File: src/rtl/mult32x32_fsm.sv
// mult32x32_fsm -- sequencing controller for the 32x32 shift-add multiplier.
//
// Clears the product register for one cycle, then walks the eight 8x16
// partial products (4 A-bytes x 2 B-halfwords), one per cycle, and pulses
// done when the product is final. All outputs are registered and decoded
// from the next state, so they are pure functions of (state, k).
//
// Ports:
//   clk        in   clock, rising edge
//   reset      in   synchronous active-low reset
//   start      in   begin a multiply (honoured in IDLE or DONE)
//   abort      in   cancel in-flight multiply (honoured in CLR or ACC)
//   busy       out  high in CLR and ACC
//   done       out  one-cycle pulse, product final
//   a_sel      out  A-byte select
//   b_sel      out  B-halfword select
//   shift_sel  out  shifter select, shift = 8*shift_sel bits (0..5)
//   upd_prod   out  product register accumulate enable
//   clr_prod   out  product register clear
module mult32x32_fsm (
  input  logic       clk,
  input  logic       reset,
  input  logic       start,
  input  logic       abort,
  output logic       busy,
  output logic       done,
  output logic [1:0] a_sel,
  output logic       b_sel,
  output logic [2:0] shift_sel,
  output logic       upd_prod,
  output logic       clr_prod
);

  typedef enum logic [1:0] {IDLE, CLR, ACC, DONE} state_t;

  state_t     state, nxt_state;
  logic [2:0] k, nxt_k;

  // Next-state: abort outranks normal sequencing; start only acts when idle
  // or finishing, which gives back-to-back DONE -> CLR with start held.
  always_comb begin
    nxt_state = state;
    nxt_k     = k;
    case (state)
      IDLE: if (start) nxt_state = CLR;
      CLR: begin
        nxt_k = 3'd0;
        nxt_state = abort ? IDLE : ACC;
      end
      ACC: begin
        if (abort)          nxt_state = IDLE;
        else if (k == 3'd7) nxt_state = DONE;
        else                nxt_k = k + 3'd1;
      end
      DONE: nxt_state = start ? CLR : IDLE;
      default: nxt_state = IDLE;
    endcase
    if (nxt_state != ACC) nxt_k = 3'd0;
  end

  // State and outputs registered together; outputs decode the next state so
  // they line up with the state register without input-to-output paths.
  always_ff @(posedge clk) begin
    if (!reset) begin
      state     <= IDLE;
      k         <= 3'd0;
      busy      <= 1'b0;
      done      <= 1'b0;
      a_sel     <= 2'd0;
      b_sel     <= 1'b0;
      shift_sel <= 3'd0;
      upd_prod  <= 1'b0;
      clr_prod  <= 1'b0;
    end else begin
      state    <= nxt_state;
      k        <= nxt_k;
      busy     <= (nxt_state == CLR) || (nxt_state == ACC);
      done     <= (nxt_state == DONE);
      clr_prod <= (nxt_state == CLR);
      upd_prod <= (nxt_state == ACC);
      if (nxt_state == ACC) begin
        a_sel     <= nxt_k[1:0];
        b_sel     <= nxt_k[2];
        // 8*a_sel + 16*b_sel bits, expressed in byte units
        shift_sel <= {1'b0, nxt_k[1:0]} + {1'b0, nxt_k[2], 1'b0};
      end else begin
        a_sel     <= 2'd0;
        b_sel     <= 1'b0;
        shift_sel <= 3'd0;
      end
    end
  end

  // Output invariants
  a_upd_clr_excl: assert property (@(posedge clk) disable iff (!reset)
    !(upd_prod && clr_prod));
  a_shift_range:  assert property (@(posedge clk) disable iff (!reset)
    shift_sel <= 3'd5);
  a_done_busy:    assert property (@(posedge clk) disable iff (!reset)
    !(done && busy));
  a_done_pulse:   assert property (@(posedge clk) disable iff (!reset)
    !(done && $past(done)));

endmodule
File: config.mk
export PLATFORM = sky130hd
export DESIGN_NAME = mult32x32_fsm
export DESIGN_NICKNAME = d
export VERILOG_FILES = /design/src/rtl/mult32x32_fsm.sv
export SDC_FILE = /design/constraint.sdc
export NUM_CORES = 1
export LEC_CHECK = 0
export CORE_MARGIN = 2
export CORE_UTILIZATION = 48
export CTS_CLUSTER_SIZE = 14
export DETAILED_ROUTE_END_ITERATION = 10
export MAX_ROUTING_LAYER = met4
export PLACE_DENSITY_LB_ADDON = 0.15
export SYNTH_ARGS = -nofsm -noshare
export SYNTH_HDL_FRONTEND = slang
export SYNTH_SLANG_ARGS = --single-unit
export TNS_END_PERCENT = 10
File: constraint.sdc
create_clock -name clk -period 2.35 [get_ports clk]
set_input_delay 0.47 -clock clk [delete_from_list [all_inputs] [get_ports clk]]
set_output_delay 0.47 -clock clk [all_outputs]
set_load 0.01 [all_outputs]
==> flow_summary_export.csv <==
group,metric,value,unit
power_and_ir_drop,p_comb_share,13.3,%
global_routing,grt_max_degree,9,
finish,diodes,0,
synth,ys_seq_area_share,41.5,%
critical_path,worstPathRequired,2.52,ns
critical_path,setup.worst_path.end_class,"flop",
synth,synth_fp_nets,83,
global_routing,gr-total-overflow,0,
sta,finalClockSkew,0.000549,ns
floorplanning,rows,13,
drt,via_per_inst,5.19,
clocking,clockBufferDepth,2,
critical_path,worstPathArrival,2.35,ns
hold_path,whs_path_depth,2,
finish,final_cell_mix,"dfxtp_1, clkdlybuf4s50_1, ha_1, buf_4, nor2_1",
floorplanning,start_util,51.9,%
power_and_ir_drop,switching_power,0.103,mW
finish,syn2layout_area_growth,33.7,%
clocking,cts-htree-levels,1,
finish,fillers,113,
sta,period_needed,2.18,ns
place,port_buffers,13,
floorplanning,ioPinCount,14,
finish,fin_area,903,µm²
power_and_ir_drop,p_leak,0.390,nW
finish,final_nets,107,
critical_path,critPathLaunch,"state[0]$_SDFF_PN0_",
sta,setup_viol,0,
global_routing,grt_pass1_vias,528,
drt,vias,550,
global_routing,grt_first_pass_wirelength,2170,µm
flow_run,cap_violations,0,
sta,fmax,460,MHz
sta,final_hold_viol_count,0,
clocking,cts_sinks,14,
finish,regArea,280,µm²
drt,firstDrtPassIters,4,
power_and_ir_drop,p_clk_share,30.1,%
synth,synth_area,676,µm²
place,gp_congestion,0.858,
synth,synth_seq_cells,14,
hold_path,hold_path.class,"flop to flop",
clocking,cts.clk_slew.worst_paths,0.08,ns
critical_path,worstReg2RegStart,"state[0]$_SDFF_PN0_",
power_and_ir_drop,seqPwrFrac,56.6,%
drt,drc,0,
drt,ant_nets,0,
critical_path,crit_path_start_kind,"flop",
sta,worst_pin_slew,0.276,ns
clocking,cts_tree,"yes",
floorplanning,die-area,1720,µm²
synth,synthCells,69,
hold_path,hp-start,"k[0]$_SDFF_PN0_",
drt,drt_wl_total,1180,µm
sta,fin_crit_sh,92.6,%
critical_path,path_max_fanout,4,
synth,yosysWarnings,0,
clocking,cts_root_buf,"clkbuf_4",
clocking,cts_made_buffers,3,
finish,fin_cells,106,
finish,layout-drive-gt1-share,16.5,%
power_and_ir_drop,p_per_area,480,nW/µm²
drt,drt_iter0_drc,7,
floorplanning,die_w,41.5,µm
place,place_inst,103,
floorplanning,core-area,1300,µm²
sta,rsz0062_at_grt,"no",
sta,relSlewSlack,81.5,%
global_routing,groute.usage.overall,17.1,%
power_and_ir_drop,vdd_drop_max,0.236,mV
clocking,clkLatencyLatePin,0.27,ns
global_routing,antenna_found_initial,0,
drt,wl_per_cell,11.1,µm
clocking,ctsHoldBuffers,0,
place,place_area,870,µm²
floorplanning,die_h,41.5,µm
synth,syn_area_per_cell,9.79,µm²
finish,multi_input_area,384,µm²
sta,drv_slew,0,
critical_path,crit_type,"flop to flop",
place,dp_hpwl,973,µm
run_status,status,"completed",
power_and_ir_drop,power.internal,0.330,mW
synth,synth_cell_types,26,
finish,final_common_cell,"dfxtp_1",
critical_path,reg2regPathDepth,10,
power_and_ir_drop,swShare,23.8,%
worst max-delay path: stages, from the launching register on:
cell and delay (ns):
dfxtp_1 0.38, inv_1 0.09, ha_1 0.21, nor2b_2 0.18
o22ai_1 0.22, a22oi_2 0.14, ha_1 0.22, o211ai_1 0.12
inv_1 0.07, ha_1 0.27, and3_1 0.17
layer usage:
metal	global-route usage [%]	vias to the layer above	routed length [µm]
met5	-	-	0
met4	10.3	0	11
met3	4.35	2	34
met2	27.5	10	574
met1	18.9	250	556
li1	-	288	-
worst paths after layout:
path	slack [ns]	endpoint
min reg2reg	0.55	a_sel[0]$_SDFF_PN0_
min	0.55	a_sel[0]$_SDFF_PN0_
max	0.17	shift_sel[1]$_SDFF_PN0_
max reg2reg	0.17	shift_sel[1]$_SDFF_PN0_
registers in the layout, indices dropped and copies added (netlist names):
name and flops:
busy 1, done 1, k 3, state 2
a_sel 2, b_sel 1, shift_sel 2, clr_prod 1
upd_prod 1
final cells by class:
type                    instances  share of cell area [%]
well taps                      15                    2.08
clock buffers                   3                    2.49
repair buffers                 20                    20.2
multi-input cells              50                    42.5
inverters                       4                    1.66
flip-flops and latches         14                    31.0
cells by family after synthesis:
| kind of cell | synth area share [%] |
|---|---|
| adder cells (fa/ha/maj) | 18.5 |
| buffers and inverters | 3.33 |
| AO/OA/AOI/OAI | 17.0 |
| AND/OR/NAND/NOR | 19.6 |
| flip-flops | 41.5 |
power groups by stage:
stage | combinational [mW] | sequential (mW) | clock (mW)
after global placement | 0.0552 | 0.251 | 0
final | 0.0578 | 0.245 | 0.130
after floorplan | 0.0296 | 0.252 | 0
after detailed placement | 0.0560 | 0.251 | 0
after global routing | 0.0658 | 0.246 | 0.149
after CTS | 0.0563 | 0.245 | 0.136
stage by stage:
stage	utilization, %	total power [mW]	hold WS, ns	TNS [ns]	setup WS (ns)
4_1_cts	68.6	0.437	0.551	0	0.0864
2_1_floorplan	-	0.282	0.503	0	0.270
5_1_grt	69.4	0.461	0.595	0	0.0203
3_3_place_gp	66.8	0.306	0.525	-0.122	-0.122
3_5_place_dp	66.8	0.307	0.540	-0.206	-0.192
6_report	69.4	0.433	0.555	0	0.174
synthesized netlist by cell type:
master	instances	area (µm²)
dfxtp_1	14	280
ha_1	10	125
nor2_1	5	18.8
a21oi_1	4	20.0
inv_1	4	15.0
nand2b_1	4	25.0
and2_1	3	18.8
nand2_1	3	11.3
a211oi_1	2	15.0
and3_1	2	12.5
o211ai_1	2	15.0
o21ai_0	2	10.0
a21boi_0	1	7.51
a21o_1	1	7.51
a221oi_1	1	8.76
a22o_1	1	8.76
a22oi_1	1	7.51
a31o_2	1	8.76
and2_4	1	8.76
and3b_1	1	8.76
buf_4	1	7.51
nand4bb_1	1	11.3
nor2b_1	1	6.26
nor3_1	1	5.00
o22ai_1	1	6.26
or3_1	1	6.26
what timing repair did:
action / in CTS / in global routing
gates resized for setup: 0 / 4
setup endpoints to repair: 0 / 1
buffers inserted: 0 / 0
(Power assumes the default switching activity.)
